[src/rtl/instruction_fetch_unit.sv]
// Fetch stage of the 5-stage RV64 pipeline.
// Owns the program counter, presents it to instruction memory, and registers the
// returned word plus its PC into the IF/ID pipeline register.
//
// Ports:
//   clk               pipeline clock, rising-edge
//   reset_n           asynchronous active-low reset
//   stall             hold PC, IF/ID and fetch_count
//   flush             replace IF/ID with a bubble, PC still advances
//   branch_taken      redirect PC to branch_target (word aligned), bubble IF/ID
//   branch_target     redirect byte address
//   inst_address      byte address to instruction memory (== PC register)
//   instruction_in    word read combinationally from instruction memory
//   if_id_pc          PC of the instruction in IF/ID
//   if_id_pc_plus4    if_id_pc + 4
//   if_id_instruction instruction in IF/ID (NOP_INSTR when bubbled)
//   if_id_valid       IF/ID holds a real fetched instruction
//   fetch_count       valid instructions latched since reset (wraps)
module instruction_fetch_unit #(
   parameter logic [63:0] RESET_PC  = 64'h0,
   parameter logic [31:0] NOP_INSTR = 32'h0000_0013
) (
   input  logic        clk,
   input  logic        reset_n,
   input  logic        stall,
   input  logic        flush,
   input  logic        branch_taken,
   input  logic [63:0] branch_target,
   output logic [63:0] inst_address,
   input  logic [31:0] instruction_in,
   output logic [63:0] if_id_pc,
   output logic [63:0] if_id_pc_plus4,
   output logic [31:0] if_id_instruction,
   output logic        if_id_valid,
   output logic [31:0] fetch_count
);

   logic [63:0] pc_q, pc_d;
   logic [63:0] if_id_pc_q, if_id_pc_d;
   logic [63:0] if_id_pc_plus4_q, if_id_pc_plus4_d;
   logic [31:0] if_id_instruction_q, if_id_instruction_d;
   logic        if_id_valid_q, if_id_valid_d;
   logic [31:0] fetch_count_q, fetch_count_d;
   logic [63:0] pc_plus4;

   // Target low bits are dropped: fetch is always word aligned.
   logic unused_target_bits;
   assign unused_target_bits = ^branch_target[1:0];

   assign pc_plus4 = pc_q + 64'd4;

   always_comb begin
      pc_d                = pc_q;
      if_id_pc_d          = if_id_pc_q;
      if_id_pc_plus4_d    = if_id_pc_plus4_q;
      if_id_instruction_d = if_id_instruction_q;
      if_id_valid_d       = if_id_valid_q;
      fetch_count_d       = fetch_count_q;

      if (branch_taken) begin
         // Redirect overrides stall and flush; IF/ID pc fields keep old values.
         pc_d                = {branch_target[63:2], 2'b00};
         if_id_instruction_d = NOP_INSTR;
         if_id_valid_d       = 1'b0;
      end else if (flush) begin
         // Word at the current PC is discarded but the PC still moves on.
         pc_d                = pc_plus4;
         if_id_instruction_d = NOP_INSTR;
         if_id_valid_d       = 1'b0;
      end else if (!stall) begin
         pc_d                = pc_plus4;
         if_id_pc_d          = pc_q;
         if_id_pc_plus4_d    = pc_plus4;
         if_id_instruction_d = instruction_in;
         if_id_valid_d       = 1'b1;
         fetch_count_d       = fetch_count_q + 32'd1;
      end
   end

   always_ff @(posedge clk or negedge reset_n) begin
      if (!reset_n) begin
         pc_q                <= RESET_PC;
         if_id_pc_q          <= 64'd0;
         if_id_pc_plus4_q    <= 64'd0;
         if_id_instruction_q <= NOP_INSTR;
         if_id_valid_q       <= 1'b0;
         fetch_count_q       <= 32'd0;
      end else begin
         pc_q                <= pc_d;
         if_id_pc_q          <= if_id_pc_d;
         if_id_pc_plus4_q    <= if_id_pc_plus4_d;
         if_id_instruction_q <= if_id_instruction_d;
         if_id_valid_q       <= if_id_valid_d;
         fetch_count_q       <= fetch_count_d;
      end
   end

   assign inst_address      = pc_q;
   assign if_id_pc          = if_id_pc_q;
   assign if_id_pc_plus4    = if_id_pc_plus4_q;
   assign if_id_instruction = if_id_instruction_q;
   assign if_id_valid       = if_id_valid_q;
   assign fetch_count       = fetch_count_q;

endmodule

[config.mk]
export PLATFORM = sky130hd
export DESIGN_NAME = instruction_fetch_unit
export DESIGN_NICKNAME = d
export VERILOG_FILES = /design/src/rtl/instruction_fetch_unit.sv
export SDC_FILE = /design/constraint.sdc
export NUM_CORES = 1
export LEC_CHECK = 0
export ABC_CLOCK_PERIOD_IN_PS = 3200
export BUFFER_PORTS_ARGS = -buffer_cell sky130_fd_sc_hd__buf_2
export CAP_MARGIN = 15
export CORE_MARGIN = 1.5
export CORE_UTILIZATION = 30
export DETAILED_ROUTE_END_ITERATION = 7
export PLACE_DENSITY_LB_ADDON = 0.3
export RECOVER_POWER = 50
export SYNTH_ARGS = -nofsm -noshare
export SYNTH_HDL_FRONTEND = slang
export SYNTH_SLANG_ARGS = --single-unit
[constraint.sdc]
create_clock -name clk -period 3.2 [get_ports clk]
set_input_delay 0.64 -clock clk [delete_from_list [all_inputs] [get_ports clk]]
set_output_delay 0.64 -clock clk [all_outputs]
set_load 0.03 [all_outputs]
======== Yosys cells after proc, flatten, opt, wreduce, memory -nomap -nowiden ========
Cells that the tools add are included.
word-level totals
  bits in latches ......................... 0
  register bits ........................... 257
  memory bits (read-only) ................. 0
  logic and storage cells ................. 22
  memory bits (writable) .................. 0
  memories kept ........................... 0
  output and inout port bits .............. 257
cells by class
  multiply operators ...................... 0
  mux-type cells .......................... 9
  bitwise gates (word level) .............. 3
  add/sub/neg operators ................... 2
  shift operators ......................... 0
  reductions and logical operators ........ 1
  div/mod/pow operators ................... 0
  magnitude comparators ................... 0
  eq/ne operators ......................... 1
operators by type and width
  kind                   count
  $mux 64                3
  $mux 32                3
  $add 64x3->64 const B  1
  $add 32x1->32 const B  1
  $mux 1                 3
  $ne 3x1->1 const B     1
  $not 1->1              3
  $reduce_and 3->1       1

======== Logic depth before layout (Yosys ltp) ========
  depth after elaboration ................. 4
  depth in mapped cells ................... 8

======== Worst setup path before layout ========
OpenSTA, ideal clock, no wires.
  path kind ............................... flip-flop to flip-flop
  start point ............................. reg pc_q[2] (netlist: inst_address[2])
  end point ............................... reg if_id_pc_plus4_q[60] (netlist: if_id_pc_plus4[60])
  cell stages (with the launch flop) ...... 7
  data required time ...................... 3.118 ns
  path slack .............................. 0.575 ns
  period minus slack after synthesis ...... 2.625 ns
  arrival ................................. 2.543 ns
  path buffers ............................ 0
  cell sequence ........................... dfrtp_1 ha_1 nand4_2 or3_4 or4_4 or3_1 a31oi_1
on the way
  cells in the longest elaborated chain, start to end .. 1
RTL lines
  item                    RTL line  text
  start, declared         38        logic [63:0] pc_q, pc_d;
  start signal, assigned  89        pc_q <= pc_d;
  $add 64x3->64           50        assign pc_plus4 = pc_q + 64'd4;
  end signal, assigned    91        if_id_pc_plus4_q <= if_id_pc_plus4_d;
  end, declared           40        logic [63:0] if_id_pc_plus4_q, if_id_pc_plus4_d;
No other way between the ends.
A chain may end at the register's enable or synchronous reset.

======== Final worst setup path ========
  start point ............................. reg pc_q[23] (netlist: inst_address[23])
  end point ............................... reg pc_q[47] (netlist: inst_address[47])
on the way
  cells in the longest elaborated chain, start to end .. 4
RTL lines
  item             RTL line  text
  $add 64x3->64 *  50
  $mux 64          70        end else if (!stall) begin
  $mux 64 *        65        end else if (flush) begin
  $mux 64 *        60        if (branch_taken) begin
Every way passes the cells marked *; elsewhere a longest branch is shown, timed or not. The select of a mux whose other input is x is not followed.

==> reports/qor.yml <==
outcome: "complete, but fails checks"
violations: "max-capacitance violations, max-slew violations"
setup_viol: 0
rsz0062_at_grt: "no"
worstMarginPinSlew_ns: 1.92
hold_path_class: "input pin to flop"
ios: 358
place_congestion: 0.886
cp_common_cell: "nand4_1"
cts.reportedPaths.clkPinSlew_ns: 0.06
p_clk_share_pct: 35.9
fp-row-count: 73
cts_resized: 0
yosys.area.top_type: "dfrtp_1"
synth.ff_latch_count: 251
crit_path_start_kind: "flop"
ir_worst_vdd_mv: 0.441
cp_max_fo: 11
core_sq_um: 39700
tns_ns: 0
dieArea_sq_um: 41400
max-clock-path-buffers: 3
pwr-share-seq_pct: 41.3
initial_utilization_pct: 30.3
cp.arrival_ns: 3.38
wl_met1_microns: 18200
cts-root-buf: "clkbuf_16"
drcViolationCount: 0
drive_gt1_share_pct: 26.1
p_switching_mw: 3.36
max_slew_margin_pct: -28.3
max_freq_mhz: 348
first_pass_iters: 5
crit_type: "flop to flop"
fillers: 4098
die_h_microns: 203
vias: 11131
met2WireLength_microns: 20000
chipWidth_microns: 203
leakage_nw: 7.13
drtIter0Drc: 797
synth_top_flop_cell: "dfrtp_1"
cts_setup_buffers: 0
final_nets: 1748
fin_skew_ns: 0.0253
synthDominantCellAreaShare_pct: 51.5
synth_top_cells_by_area: "dfrtp_1, nand2_1, xor2_1, o21ai_0, xnor2_1"
grt_pass1_wl_microns: 65100
via_per_inst: 5.06
numClockSinks: 251
grt_antenna_before_repair: 10
power.internal_mw: 6.19
cts_tree: "yes"
synth_area_sq_um: 12100
syn_to_final_growth_pct: 27.4
synth_edf_count: 0
min_period_ns: 2.88
post-dp-hpwl_microns: 30800
max_stage_delay_ns: 0.70
dr.max_layer_used: "met5"
worst_path_max_delay_cell: "nor4_1"
overflow: 0
startpoint: "inst_address[23]$_DFFE_PN0N_"
synthArstFlopShare_pct: 100
crit_required_ns: 3.70
combPwrFrac_pct: 22.7
netlist-cell-type-count: 57
reg2reg_from: "inst_address[23]$_DFFE_PN0N_"
worstHoldStart: "branch_target[8]"
crit_chain: "nand4_1, nor4_1, nand4_1, or3_1, a31oi_1"
io_buffers: 349
insertion_delay_ns: 0.58
grtUsageTotal_pct: 20.3
grt_start_max_net_pins: 101
wl_per_cell_microns: 19.4
drv_cap: 1
slew_violations: 95
whs_ns: 0.265
synth_cells: 1317
ys_seq_area_share_pct: 52.1
wl_microns: 42700
syn_avg_cell_area_sq_um: 9.15
ys_warn_count: 0
p_per_area_nw_per_um2: 622
h-tree-depth: 1
end_kind: "flop"
ant_nets: 0
grt_pass1_vias: 10748
r2r_slack_ns: 0.32
p_sw_share_pct: 35.2
cts_inserted_buffers: 31
hold_viol: 0
finalCritPeriodShare_pct: 89.9
wl_met3_microns: 3320
==> what timing repair did <==
action	in CTS	in global routing
setup endpoints to repair	0	0
hold buffers	1	0
endpoints found under the hold margin	41	0
==> per-layer routing <==
layer	track usage, %	vias up
li1	-	5207
met1	27.3	5433
met2	32.2	418
met3	4.55	67
met4	6.75	6
met5	0	-
==> path summary, 6_finish.rpt <==
| path | end | cells after the start |
|---|---|---|
| max | inst_address[47]$_DFFE_PN0N_ | 5 |
| min in group asynchronous | inst_address[63]$_DFFE_PN0N_ | 2 |
| max reg2reg | inst_address[47]$_DFFE_PN0N_ | 5 |
| min | inst_address[8]$_DFFE_PN0N_ | 3 |
| max in group asynchronous | if_id_pc_plus4[24]$_DFFE_PN0P_ | 3 |
| min reg2reg | fetch_count[31]$_DFFE_PN0P_ | 1 |
==> registers in the layout, summed over array words and instances, names as in the netlist <==
register / cells
fetch_count: 32
inst_address: 62
if_id_instruction: 32
if_id_pc_plus4: 62
if_id_valid: 1
if_id_pc: 62
==> synthesized netlist by cell type, types with 2 or more instances <==
library cell	count
nor4_2	2
clkbuf_1	67
and4_1	6
dfstp_2	3
xor2_1	63
nand4_1	62
nor4_1	21
or2_2	2
buf_4	11
and3_1	13
mux2_2	2
o31ai_1	6
buf_1	4
a22o_1	29
nand3_1	55
nor2_1	68
nor3_1	16
nor2b_1	2
o22a_1	3
nand2_1	329
a22oi_1	2
nand4b_1	2
a21oi_1	3
xnor2_1	47
and2_1	9
or4_4	3
o21ai_0	110
dfrtp_1	248
ha_1	2
o211ai_1	4
or3_1	26
buf_2	23
nand2b_1	2
inv_1	7
or4_1	12
a31oi_1	31
nand4_2	2
==> logic make-up after synthesis <==
family                   Yosys count  share of synthesized area, %
AND/OR/NAND/NOR                  642                          25.4
flip-flops                       251                          52.1
multiplexers                       3                         0.270
other                              1                        0.0311
buffers and inverters            113                          4.11
adder cells (fa/ha/maj)            2                         0.208
AO/OA/AOI/OAI                    195                          9.86
XOR/XNOR                         110                          7.99
==> final cells by class <==
class	instances	area (sq um)	area share [%]
well taps	525	657	4.28
repair buffers	396	2070	13.5
diodes	6	15.0	0.0978
clock buffers	47	906	5.90
clock inverters	10	86.3	0.562
inverters	7	26.3	0.171
multi-input cells	958	5310	34.6
flip-flops and latches	251	6280	40.9
==> power by group through the flow <==
stage | Combinational [mW] | Sequential [mW] | Clock [mW]
CTS | 2.23 | 3.94 | 3.53
floorplan | 0.648 | 4.67 | 0
detailed placement | 2.22 | 3.99 | 0
finish | 2.17 | 3.95 | 3.43
global placement | 2.20 | 3.98 | 0
global route | 2.34 | 4.00 | 3.66
==> per-stage QoR <==
stage          area [sq um]  util [%]  total power, mW  setup slack (ns)  cells
6_report              15400      38.6             9.55             0.323   2200
5_1_grt               15400      38.6             10.0            0.0822   2199
4_1_cts               15400      38.9             9.69             0.478   2194
3_5_place_dp          14400      36.3             6.21             0.495   2136
3_3_place_gp          14400      36.3             6.18             0.571   2136
2_1_floorplan         12100         -             5.32             0.575   1322
==> cells in the final DEF (no fill, tap or decap), types with 29 or more instances in the layout <==
master / count
xor2_1: 63
nand4_1: 62
buf_2: 318
buf_4: 38
clkbuf_1: 42
clkbuf_16: 31
nor2_1: 68
nand2_1: 329
xnor2_1: 47
o21ai_0: 110
a31oi_1: 31
dfrtp_1: 248
a22o_1: 29
nand3_1: 55
==> critical path: cells and delay by family (launching register included) <==
kind	cells	cell delay, ns
flip-flops	1	0.55
AO/OA/AOI/OAI	1	0.17
AND/OR/NAND/NOR	4	2.09
Note: power is estimated with default switching activity, not from simulation.
